### src/rtl/mux_pipe_n.sv
// mux_pipe_n
//   Parametrised N:1 registered selector with a one-entry valid/ready output
//   stage. Typical use is next-PC source selection in the IF stage.
//   The block accepts sel/in_data and registers input[sel] onto out_data one
//   cycle later. An out-of-range sel is dropped and raises the sticky sel_err
//   flag; it never aliases onto another input. hold_cnt counts the cycles the
//   current result has been stalled by downstream backpressure, and saturates.
//
// Ports
//   clk        rising-edge clock
//   rst        synchronous active-high reset, overrides every other input
//   in_data    NUM_IN packed words; word k = in_data[k*WIDTH +: WIDTH]
//   sel        binary select, sampled on accept
//   in_valid   upstream offers sel/in_data
//   in_ready   block can accept this cycle (combinational)
//   out_data   registered selected word
//   out_valid  out_data holds a result that has not been taken yet
//   out_ready  downstream takes out_data this cycle
//   flush      discard the held result and refuse input this cycle
//   err_clr    clear sel_err (a simultaneous bad accept wins)
//   sel_err    sticky out-of-range select flag
//   hold_cnt   stall cycles of the current result, saturating
module mux_pipe_n #(
  parameter int                 WIDTH     = 32,
  parameter int                 NUM_IN    = 4,
  parameter logic [WIDTH-1:0]   RESET_VAL = '0,
  parameter int                 CNT_W     = 8,
  localparam int                SEL_W     = (NUM_IN > 1) ? $clog2(NUM_IN) : 1
) (
  input  logic                     clk,
  input  logic                     rst,
  input  logic [NUM_IN*WIDTH-1:0]  in_data,
  input  logic [SEL_W-1:0]         sel,
  input  logic                     in_valid,
  output logic                     in_ready,
  output logic [WIDTH-1:0]         out_data,
  output logic                     out_valid,
  input  logic                     out_ready,
  input  logic                     flush,
  input  logic                     err_clr,
  output logic                     sel_err,
  output logic [CNT_W-1:0]         hold_cnt
);

  // One extra bit so the comparison also works when NUM_IN is a power of two.
  localparam logic [SEL_W:0]     NUM_IN_V = (SEL_W + 1)'(NUM_IN);
  localparam logic [CNT_W-1:0]   HOLD_MAX = {CNT_W{1'b1}};

  // A select is legal only when it addresses an existing input. An unknown
  // select makes the comparison unknown, which the datapath below treats as
  // illegal because the if-condition falls through to its else branch.
  function automatic logic sel_in_range(input logic [SEL_W-1:0] s);
    return ({1'b0, s} < NUM_IN_V);
  endfunction

  // Word selection by explicit compare so unused select codes yield RESET_VAL
  // rather than reading past the packed input vector.
  function automatic logic [WIDTH-1:0] pick(input logic [NUM_IN*WIDTH-1:0] d,
                                            input logic [SEL_W-1:0]        s);
    logic [WIDTH-1:0] r;
    r = RESET_VAL;
    for (int k = 0; k < NUM_IN; k++) begin
      if (s == SEL_W'(k)) begin
        r = d[k*WIDTH +: WIDTH];
      end
    end
    return r;
  endfunction

  logic             accept;
  logic             transfer;
  logic             sel_ok;
  logic [WIDTH-1:0] sel_data;

  // The single storage slot may be refilled in the same cycle it drains.
  assign in_ready = !flush && (!out_valid || out_ready);
  assign accept   = in_valid && in_ready;
  assign transfer = out_valid && out_ready;
  assign sel_ok   = sel_in_range(sel);
  assign sel_data = pick(in_data, sel);

  // Output slot: data word and its valid flag.
  always_ff @(posedge clk) begin
    if (rst) begin
      out_data  <= RESET_VAL;
      out_valid <= 1'b0;
    end else if (flush) begin
      out_data  <= RESET_VAL;
      out_valid <= 1'b0;
    end else if (accept) begin
      if (sel_ok) begin
        out_data  <= sel_data;
        out_valid <= 1'b1;
      end else begin
        // Bad select: input is dropped, the old result only leaves if taken.
        out_data  <= out_data;
        out_valid <= transfer ? 1'b0 : out_valid;
      end
    end else if (transfer) begin
      out_data  <= out_data;
      out_valid <= 1'b0;
    end else begin
      out_data  <= out_data;
      out_valid <= out_valid;
    end
  end

  // Sticky out-of-range flag; a new bad accept beats a same-cycle clear.
  always_ff @(posedge clk) begin
    if (rst) begin
      sel_err <= 1'b0;
    end else if (accept) begin
      if (sel_ok) begin
        sel_err <= err_clr ? 1'b0 : sel_err;
      end else begin
        sel_err <= 1'b1;
      end
    end else if (err_clr) begin
      sel_err <= 1'b0;
    end else begin
      sel_err <= sel_err;
    end
  end

  // Stall counter: runs only while a result waits on out_ready, never wraps.
  always_ff @(posedge clk) begin
    if (rst) begin
      hold_cnt <= '0;
    end else if (flush) begin
      hold_cnt <= '0;
    end else if (out_valid && !out_ready) begin
      hold_cnt <= (hold_cnt == HOLD_MAX) ? hold_cnt : hold_cnt + CNT_W'(1);
    end else begin
      hold_cnt <= '0;
    end
  end

endmodule

### config.mk
export PLATFORM = sky130hd
export DESIGN_NAME = mux_pipe_n
export DESIGN_NICKNAME = d
export VERILOG_FILES = /design/src/rtl/mux_pipe_n.sv
export SDC_FILE = /design/constraint.sdc
export NUM_CORES = 1
export LEC_CHECK = 0
export CAP_MARGIN = 10
export CORE_ASPECT_RATIO = 0.8
export CORE_MARGIN = 4
export CORE_UTILIZATION = 35
export DETAILED_ROUTE_END_ITERATION = 12
export PLACE_DENSITY_LB_ADDON = 0.1
export SYNTH_ARGS = -nofsm -noshare
export SYNTH_HDL_FRONTEND = slang
export SYNTH_SLANG_ARGS = --single-unit
### constraint.sdc
create_clock -name clk -period 2.07 [get_ports clk]
set_input_delay 0.414 -clock clk [delete_from_list [all_inputs] [get_ports clk]]
set_output_delay 0.414 -clock clk [all_outputs]
set_load 0.05 [all_outputs]
# Word-level counts from Yosys, hierarchy flattened
# Cells that the tools add are included.
word_totals:
  register_bits: 41
  latch_bits: 0
  ramBits: 0
  romBits: 0
  input_bits: 136
  output_inout_bits: 43
  word_cells: 27
  mem_count: 0
op_classes:
  n_addsub: 1
  mul: 0
  n_div: 0
  order_cmp: 0
  eq_ne: 4
  shift: 0
  mux: 6
  bitwise_logic: 1
  reduce_logical: 12
ops:
  columns: ["cell", "n"]
  rows:
  - ["$mux 32", 4]
  - ["$add 8x1->8 const B", 1]
  - ["$eq 8x8->1 const B", 1]
  - ["$eq 2x2->1 const B", 2]
  - ["$logic_and 1x1->1", 4]
  - ["$logic_not 1->1", 3]
  - ["$reduce_or 3->1", 1]
  - ["$eq 2x1->1 const B", 1]
  - ["$logic_not 2->1", 1]
  - ["$mux 1", 2]
  - ["$reduce_bool 2->1", 1]
  - ["$reduce_or 2->1", 1]
  - ["$logic_or 1x1->1", 1]
  - ["$not 1->1", 1]

# Logic depth before layout (Yosys ltp)
# Gate-level depths: netlist (run 1).
logic_depth:
  ltp_word: 5
  mapped_depth: 5
  mapped_depth_nobuf: 4

# Worst setup path after synthesis (run 1)
# Ideal clock, no wire load.
synth_timing:
  path_type: "reg-to-output"
  start: "register out_valid"
  end: "output in_ready"
  arrival_ns: 1.377
  t_required_ns: 1.656
  slack_ns: 0.279
  stages_incl_launch_ff: 3
  path_buffers: 0
  cell_sequence: "dfxtp_1 > nand2b_1 > nor2b_1"
synth_via:
  elab_chain_len: 3
synth_rtl:
  columns: ["item", "line_no", "text"]
  rows:
  - ["from (decl)", "37", "output logic out_valid,"]
  - ["from (signal assigned)", "97", "out_valid <= transfer ? 1'b0 : out_valid;"]
  - ["from (signal assigned)", "104", "out_valid <= out_valid;"]
  - ["$logic_not 1->1", "76", "assign in_ready = !flush && (!out_valid || out_ready);"]
  - ["$logic_or 1x1->1", "76", null]
  - ["$logic_and 1x1->1", "76", null]
  - ["to (decl)", "35", "output logic in_ready,"]
# No other way between the ends.

# Final worst setup path (run 1)
layout_timing:
  start: "register hold_cnt[4]"
  end: "output hold_cnt[4]"
layout_lines:
  columns: ["item", "line_no", "text"]
  rows:
  - ["from (decl)", "42", "output logic [CNT_W-1:0] hold_cnt"]
  - ["from (signal assigned)", "132", "hold_cnt <= (hold_cnt == HOLD_MAX) ? hold_cnt : hold_cnt + CNT_W'(1);"]
# No word-level cell between the ends.

==> flow_summary.ini, run 1 <==
[critical_path]
cp-end-kind = output port
slowest_delay_ns = 0.85
cp_top_family = buffers and inverters
critPathKind = flop to output port
critical-path-slowest-cell = clkdlybuf4s50_1
crit_buf_inv = 1
arrival_ns = 1.59
worstPathCellList = clkdlybuf4s50_1
critPathMaxFanout = 8
cp-start-kind = flop
cp_data_required_time_ns = 1.66

[floorplan]
rows = 25
die_area_mm2 = 0.007597
die_width_um = 96.46
pin_count = 179
die_h_um = 78.77
coreArea_mm2 = 0.005974
initial_core_util_pct = 36.67

[hold_path]
min_path_type = flop to flop

[global_routing]
grt_usage_pct = 19.51
antenna_found_initial = 0
grt_max_degree = 34
grt_pass1_vias = 2328
overflow = 0
grt_pass1_wl_um = 11320

[route]
via_per_inst = 5.108
post_drt_wl_per_cell_um = 17.84
wl_um = 7438
drcViolationCount = 0
vias = 2130
antenna_left = 0
first_iter_violations = 56
dr.pass1.iters = 4

[clock_tree]
cts_buffers = 5
clk_latency_ns = 0.30
clockRootBuffer = clkbuf_8
cts_tree = yes
clk_pin_slew_ns = 0.08
cts.sinks = 41
cts_hold_buf = 0
clk_path_buf_depth = 2
cts_setup_buffers = 0
cts_resized = 0
htreeDepth = 2

[finish]
nNetsFinal = 472
design_area_mm2 = 0.004158
final_cell_mix = clkdlybuf4s50_1, dfxtp_1, a22o_1
num_antenna_cells = 0
fillCellCount = 446
drive_above_1_share_pct = 14.29
final_common_cell = clkdlybuf4s50_1
finalCoreUtilization_pct = 69.59
areaGrowthSynthToFinish_pct = 89.78
fin_cells = 417

[timing]
fin_worst_skew_ns = 0.01134
setup_viol = 0
holdWs_ns = 0.4798
finalHoldViolations = 0
finalCriticalPeriod_ns = 2.002
setup_tns_ns = 0
drv_slew = 0
tightest_slew_ns = 0.5479
slew-limit-headroom_pct = 63.36
fmax_mhz = 499.4
rsz0062_at_grt = false
fin_crit_sh_pct = 96.74

[synthesis]
synth_seq_area_share_pct = 37.46
syn_nets = 299
syn_avg_cell_area_um2 = 13.52
netlist_area_mm2 = 0.002191
postSynthRegisterBits = 41
ys_types = 30
syn_inst = 162
yosysWarningCount = 0

[flow_run]
maxCapViolCount = 0

[placement]
dp_cells = 409
dp_hpwl_um = 6060
io_buffers = 176
placed_area_mm2 = 0.004041
place.gp.congestion = 0.7702

[power_and_ir_drop]
power.density_mw_per_mm2 = 510.5
p_leak_nw = 1.527
ir_drop_mv = 0.2571

[run_status]
status = complete, no violations
==> layout make-up <==
cell class	instances	area (µm²)	area share, %
Clock buffer	7	86.33	2.076
Clock inverter	1	30.03	0.7222
Inverter	1	3.754	0.09028
Multi-Input combinational cell	104	1269	30.51
Sequential cell	41	820.8	19.74
Tap cell	81	101.3	2.438
Timing Repair Buffer	182	1847	44.42
==> metrics by stage <==
stage | power, mW | setup WS, ns
2_1_floorplan | 1.131 | 0.2792
3_3_place_gp | 1.463 | 0.1830
3_5_place_dp | 1.475 | 0.1356
4_1_cts | 2.142 | 0.05246
5_1_grt | 2.207 | 0.002591
6_report | 2.122 | 0.06750
==> state kept, by name, indices dropped and copies added, names as in the netlist <==
name       flops
out_data      32
hold_cnt       8
out_valid      1
==> where the power goes <==
| part | switching [mW] | internal (mW) |
|---|---|---|
| logic | 0.228 | 0.395 |
| clock network | 0.277 | 0.393 |
| registers | 0.0142 | 0.815 |
==> Yosys cell counts (all sizes together) <==
cell      n  area, µm²
dfxtp    41      820.8
a22o     32      280.3
mux4     32      728.2
buf      14      93.84
and3      5      31.28
nand2b    4      25.02
o21ai     4      20.02
a21boi    3      22.52
a21oi     3      15.01
a31oi     3      18.77
a311oi    2      17.52
clkbuf    2      7.510
nand2     2      7.510
nand3     2      10.01
nor2      2      7.510
nor3      2      10.01
and4      1      8.760
conb      1      3.750
ha        1      12.51
inv       1      3.750
mux2i     1      10.01
nand4     1      6.260
nor2b     1      6.260
nor4b     1      15.01
o2111ai   1      8.760
==> kinds of logic after synthesis <==
family          Yosys count  share of synthesized area (%)
other cells               1                         0.1712
compound gates           48                          17.48
flops                    41                          37.46
buf+inv                  17                          4.797
mux                      33                          33.70
simple gates             21                          5.826
fa+ha+maj                 1                         0.5710
==> final timing paths <==
path	end	cells after the start	slack, ns	startpoint
max	hold_cnt[4]	1	0.07	hold_cnt[4]
min	out_data[7]	1	0.48	out_data[7]
max reg2reg	hold_cnt[6]	4	0.66	hold_cnt[0]
min reg2reg	out_data[7]	1	0.48	out_data[7]
==> routing by layer <==
layer,vias to the layer above,share of wire [%],global-route usage (%),wire (µm)
li1,1017,-,-,-
met3,6,11,7.008,817
met2,107,53,35.61,3920
met4,0,0.83,5.322,62
met1,1000,35,21.05,2638
met5,-,0,0,0
(Power assumes the default switching activity.)
==> run 2, diff against run 1 <==
Settings changed: CORE_UTILIZATION 35 to 30.
==> run 2 against run 1 <==
Register-to-register slack better by 0.05 ns. Final area up 0.90%. Combinational power barely moved. Setup slack improved by 0.013 ns. Sequential power about the same. Power down 4.8%. Hold slack lost 0.0014 ns. Sequential cell count unchanged. Maximum frequency grew 0.65%. Die area rose by 15%. Critical endpoint unchanged.
==> flow_summary.ini, run 2 (synthesized netlist as in run 1, its figures left out) <==
[timing]
holdWs_ns = 0.4784
fin_crit_sh_pct = 96.11
drv_slew = 0
setup_tns_ns = 0
slew-limit-headroom_pct = 64.35
fmax_mhz = 502.6
finalHoldViolations = 0
finalCriticalPeriod_ns = 1.990
setup_viol = 0
rsz0062_at_grt = false
tightest_slew_ns = 0.5331
fin_worst_skew_ns = 0.006258
finalWorstSetupSlack_ns = 0.08048

[floorplan]
pin_count = 179
coreArea_mm2 = 0.006993
die_width_um = 103.5
rows = 27
initial_core_util_pct = 31.33
die_h_um = 84.44
die_area_mm2 = 0.008743

[critical_path]
r2r-start = hold_cnt[0]
cp-start-kind = flop
crit_start = hold_cnt[4]
critPathKind = flop to output port
worstPathCellList = clkdlybuf4s50_1
crit_buf_inv = 1
slowest_delay_ns = 0.85
cp-end-kind = output port
cp_top_family = buffers and inverters
arrival_ns = 1.58
critical-path-slowest-cell = clkdlybuf4s50_1
cp_data_required_time_ns = 1.66
critPathMaxFanout = 8

[run_status]
status = complete, no violations

[hold_path]
min_path_type = flop to flop
min_from = out_data[21]

[route]
wl_met2_um = 3558
dr.pass1.iters = 4
wl_um = 7204
met3_length_um = 684
antenna_left = 0
top_layer_used = met4
vias = 2139
via_per_inst = 5.021
drcViolationCount = 0
first_iter_violations = 50
drt-met1-wl_um = 2915
post_drt_wl_per_cell_um = 16.91

[global_routing]
grt_max_degree = 33
antenna_found_initial = 0
grt_usage_pct = 16.47
grt_pass1_wl_um = 11610
grt_pass1_vias = 2320
overflow = 0

[clock_tree]
cts_resized = 0
clockRootBuffer = clkbuf_8
clk_pin_slew_ns = 0.08
cts.sinks = 41
clk_path_buf_depth = 2
cts_tree = yes
cts_setup_buffers = 0
cts_hold_buf = 0
cts_buffers = 5
htreeDepth = 2
clk_latency_ns = 0.28

[finish]
nNetsFinal = 475
final_cell_mix = clkdlybuf4s50_1, dfxtp_1, a22o_1
reg_top3 = out_data: 32 flops, hold_cnt: 8 flops, out_valid: 1 flops
areaGrowthSynthToFinish_pct = 91.49
num_antenna_cells = 0
fin_cells = 426
top_register = out_data
drive_above_1_share_pct = 15.04
final_common_cell = clkdlybuf4s50_1
fillCellCount = 609
largest_reg_flops = 32

[placement]
io_buffers = 176
dp_hpwl_um = 5950
place.gp.congestion = 0.7671
preCtsSetupSlack_ns = 0.1998
dp_cells = 418

[flow_run]
maxCapViolCount = 0

[power_and_ir_drop]
power.density_mw_per_mm2 = 481.7
p_leak_nw = 1.544
ir_drop_mv = 0.2588
run 2: cell count changes in the layout (fill, tap and decap cells not counted), sizes merged:
| cell | before | now |
|---|---|---|
| buf | 9 | 11 |
| bufinv | 1 | 0 |
| clkdlybuf4s50 | 173 | 174 |
| clkinv | 0 | 1 |
run 2: path summary, 6_finish.rpt:
kind         depth (start not counted)  slack, ns      endpoint
max reg2reg                          4       0.71   hold_cnt[6]
min reg2reg                          1       0.48  out_data[21]
max                                  1       0.08   hold_cnt[4]
min                                  1       0.48  out_data[21]
run 2: cell type report:
class                           count  area, µm²  share of cell area, %
Multi-Input combinational cell    104       1276                  30.42
Tap cell                           87      108.9                  2.595
Timing Repair Buffer              185       1884                  44.92
Clock inverter                      1      5.005                 0.1193
Inverter                            1      3.754                0.08947
Clock buffer                        7      96.34                  2.296
Sequential cell                    41      820.8                  19.56
run 2: stage by stage:
stage,util [%],power [mW],cell area (µm²)
floorplan,-,1.131,2191
CTS,59.99,2.054,4195
global route,59.99,2.122,4195
finish,59.99,2.021,4195
detailed placement,58.54,1.477,4094
global placement,58.54,1.471,4094
run 2: layer usage:
layer  vias to the layer above  GRT usage, %
met2                       100         29.28
met5                         -             0
met1                       999         19.01
li1                       1035             -
met4                         0         2.899
met3                         5         6.764
run 2: where the power goes:
group | internal [mW] | switching, mW | leakage, nW
sequential | 0.815 | 0.0142 | 0.333
combinational | 0.399 | 0.225 | 1.16
clock | 0.301 | 0.266 | 0.0542
==> run 3, diff against run 2 <==
Settings changed: CORE_AREA set to 4 4 67 69, CORE_ASPECT_RATIO 0.8 to not set, CORE_MARGIN 4 to not set, CORE_UTILIZATION 30 to not set, DIE_AREA set to 0 0 71 73, DONT_BUFFER_PORTS set to 1.
==> run 3 against run 2 <==
Hold slack got worse by 0.14 ns. Highest routed layer unchanged. Critical path depth rose by 2. Largest cell class is now multi-input combinational cells. Via count is 27% lower. Utilization is 1.2 points higher.
==> flow_summary.ini, run 3 (synthesized netlist as in run 1, its figures left out) <==
[finish]
final_common_cell = dfxtp_1
drive_above_1_share_pct = 31.74
fillCellCount = 325
nNetsFinal = 303
top_register = out_data
areaGrowthSynthToFinish_pct = 9.309
multi_input_area_mm2 = 0.001269
register_area_um2 = 820.8
final_cell_mix = dfxtp_1, a22o_1, mux4_2
num_antenna_cells = 0
largest_reg_flops = 32
reg_top3 = out_data: 32 flops, hold_cnt: 8 flops, out_valid: 1 flops

[global_routing]
antenna_found_initial = 0
grt_pass1_wl_um = 8804
overflow = 0
grt_usage_pct = 21.93
grt_pass1_vias = 1607
grt_max_degree = 34

[clock_tree]
clk_path_buf_depth = 2
clockRootBuffer = clkbuf_8
cts.sinks = 41
cts_setup_buffers = 0
cts_tree = yes
clk_latency_ns = 0.29
cts_hold_buf = 0
cts_buffers = 5
htreeDepth = 2
clk_pin_slew_ns = 0.08
cts_resized = 0

[critical_path]
critPathKind = flop to output port
cp-end-kind = output port
critPathMaxFanout = 4
cp_data_required_time_ns = 1.66
arrival_ns = 1.09
cp-start-kind = flop

[timing]
slew-limit-headroom_pct = 62.79
rsz0062_at_grt = false
finalHoldViolations = 0
finalCriticalPeriod_ns = 1.508
fin_worst_skew_ns = 0.002425
fmax_mhz = 663.0
holdWs_ns = 0.3346
drv_slew = 0
setup_tns_ns = 0
tightest_slew_ns = 0.5574
fin_crit_sh_pct = 72.86
setup_viol = 0

[route]
post_drt_wl_per_cell_um = 26.76
antenna_left = 0
drcViolationCount = 0
wl_um = 5807
dr.pass1.iters = 4
vias = 1569
first_iter_violations = 129
via_per_inst = 7.230

[power_and_ir_drop]
p_leak_nw = 0.8893
power.density_mw_per_mm2 = 777.3
p_seq_share_pct = 49.6
p_switching_mw = 0.4401
ir_drop_mv = 0.4081
comb_power_share_pct = 9.9
netSwitchingFraction_pct = 23.64
power.internal_mw = 1.421
clock_power_share_pct = 40.5

[floorplan]
die_h_um = 73
initial_core_util_pct = 55.98
die_width_um = 71
coreArea_mm2 = 0.003914
rows = 23
die_area_mm2 = 0.005183
pin_count = 179

[hold_path]
min_path_type = input port to flop

[placement]
place.gp.congestion = 0.7733
io_buffers = 0
dp_hpwl_um = 4654

[flow_run]
maxCapViolCount = 0

[run_status]
status = complete, no violations
-- run 3: final timing paths --
check	to	startpoint	slack [ns]	cells past startpoint
worst max-delay path	in_ready	out_valid	0.56	3
worst min-delay path	hold_cnt[2]	out_ready	0.33	3
worst max register to register	hold_cnt[4]	out_valid	0.66	4
worst min register to register	hold_cnt[6]	hold_cnt[7]	0.55	2
-- run 3: through the flow --
stage,worst slack [ns],std cells,area (µm²),util (%),power [mW]
5_1_grt,0.4394,217,2395,61.19,1.929
6_report,0.5618,217,2395,61.19,1.861
3_3_place_gp,0.2318,208,2246,57.38,1.120
3_5_place_dp,0.1727,208,2246,57.38,1.125
2_1_floorplan,0.2792,162,2191,-,1.131
4_1_cts,0.2919,216,2380,60.81,1.872
-- run 3: worst max-delay path, stage by stage (launching register included) --
cell and delay (ns):
dfxtp_1 0.32, nand2b_1 0.14, nor2b_1 0.15, buf_4 0.20
-- run 3: per-layer routing --
metal	part of all wire, %	track usage (%)	vias up
met5	0	0	-
met4	1.2	5.846	0
met3	13	10.33	7
met2	52	37.38	114
met1	33	24.87	766
li1	-	-	682
-- run 3: area by class of cell --
class	instances	area share, %
clock buffers	5	2.874
clock inverters	3	2.717
inverters	1	0.1567
multi-input cells	104	52.98
flip-flops and latches	41	34.27
well taps	50	2.612
repair buffers	13	4.389
-- run 3: power by group through the flow --
stage               Clock, mW  Sequential (mW)  Combinational (mW)
CTS                     0.765            0.924               0.183
detailed placement          0            0.943               0.182
global route            0.805            0.926               0.197
floorplan                   0            0.939               0.192
global placement            0            0.942               0.178
finish                  0.754            0.924               0.184
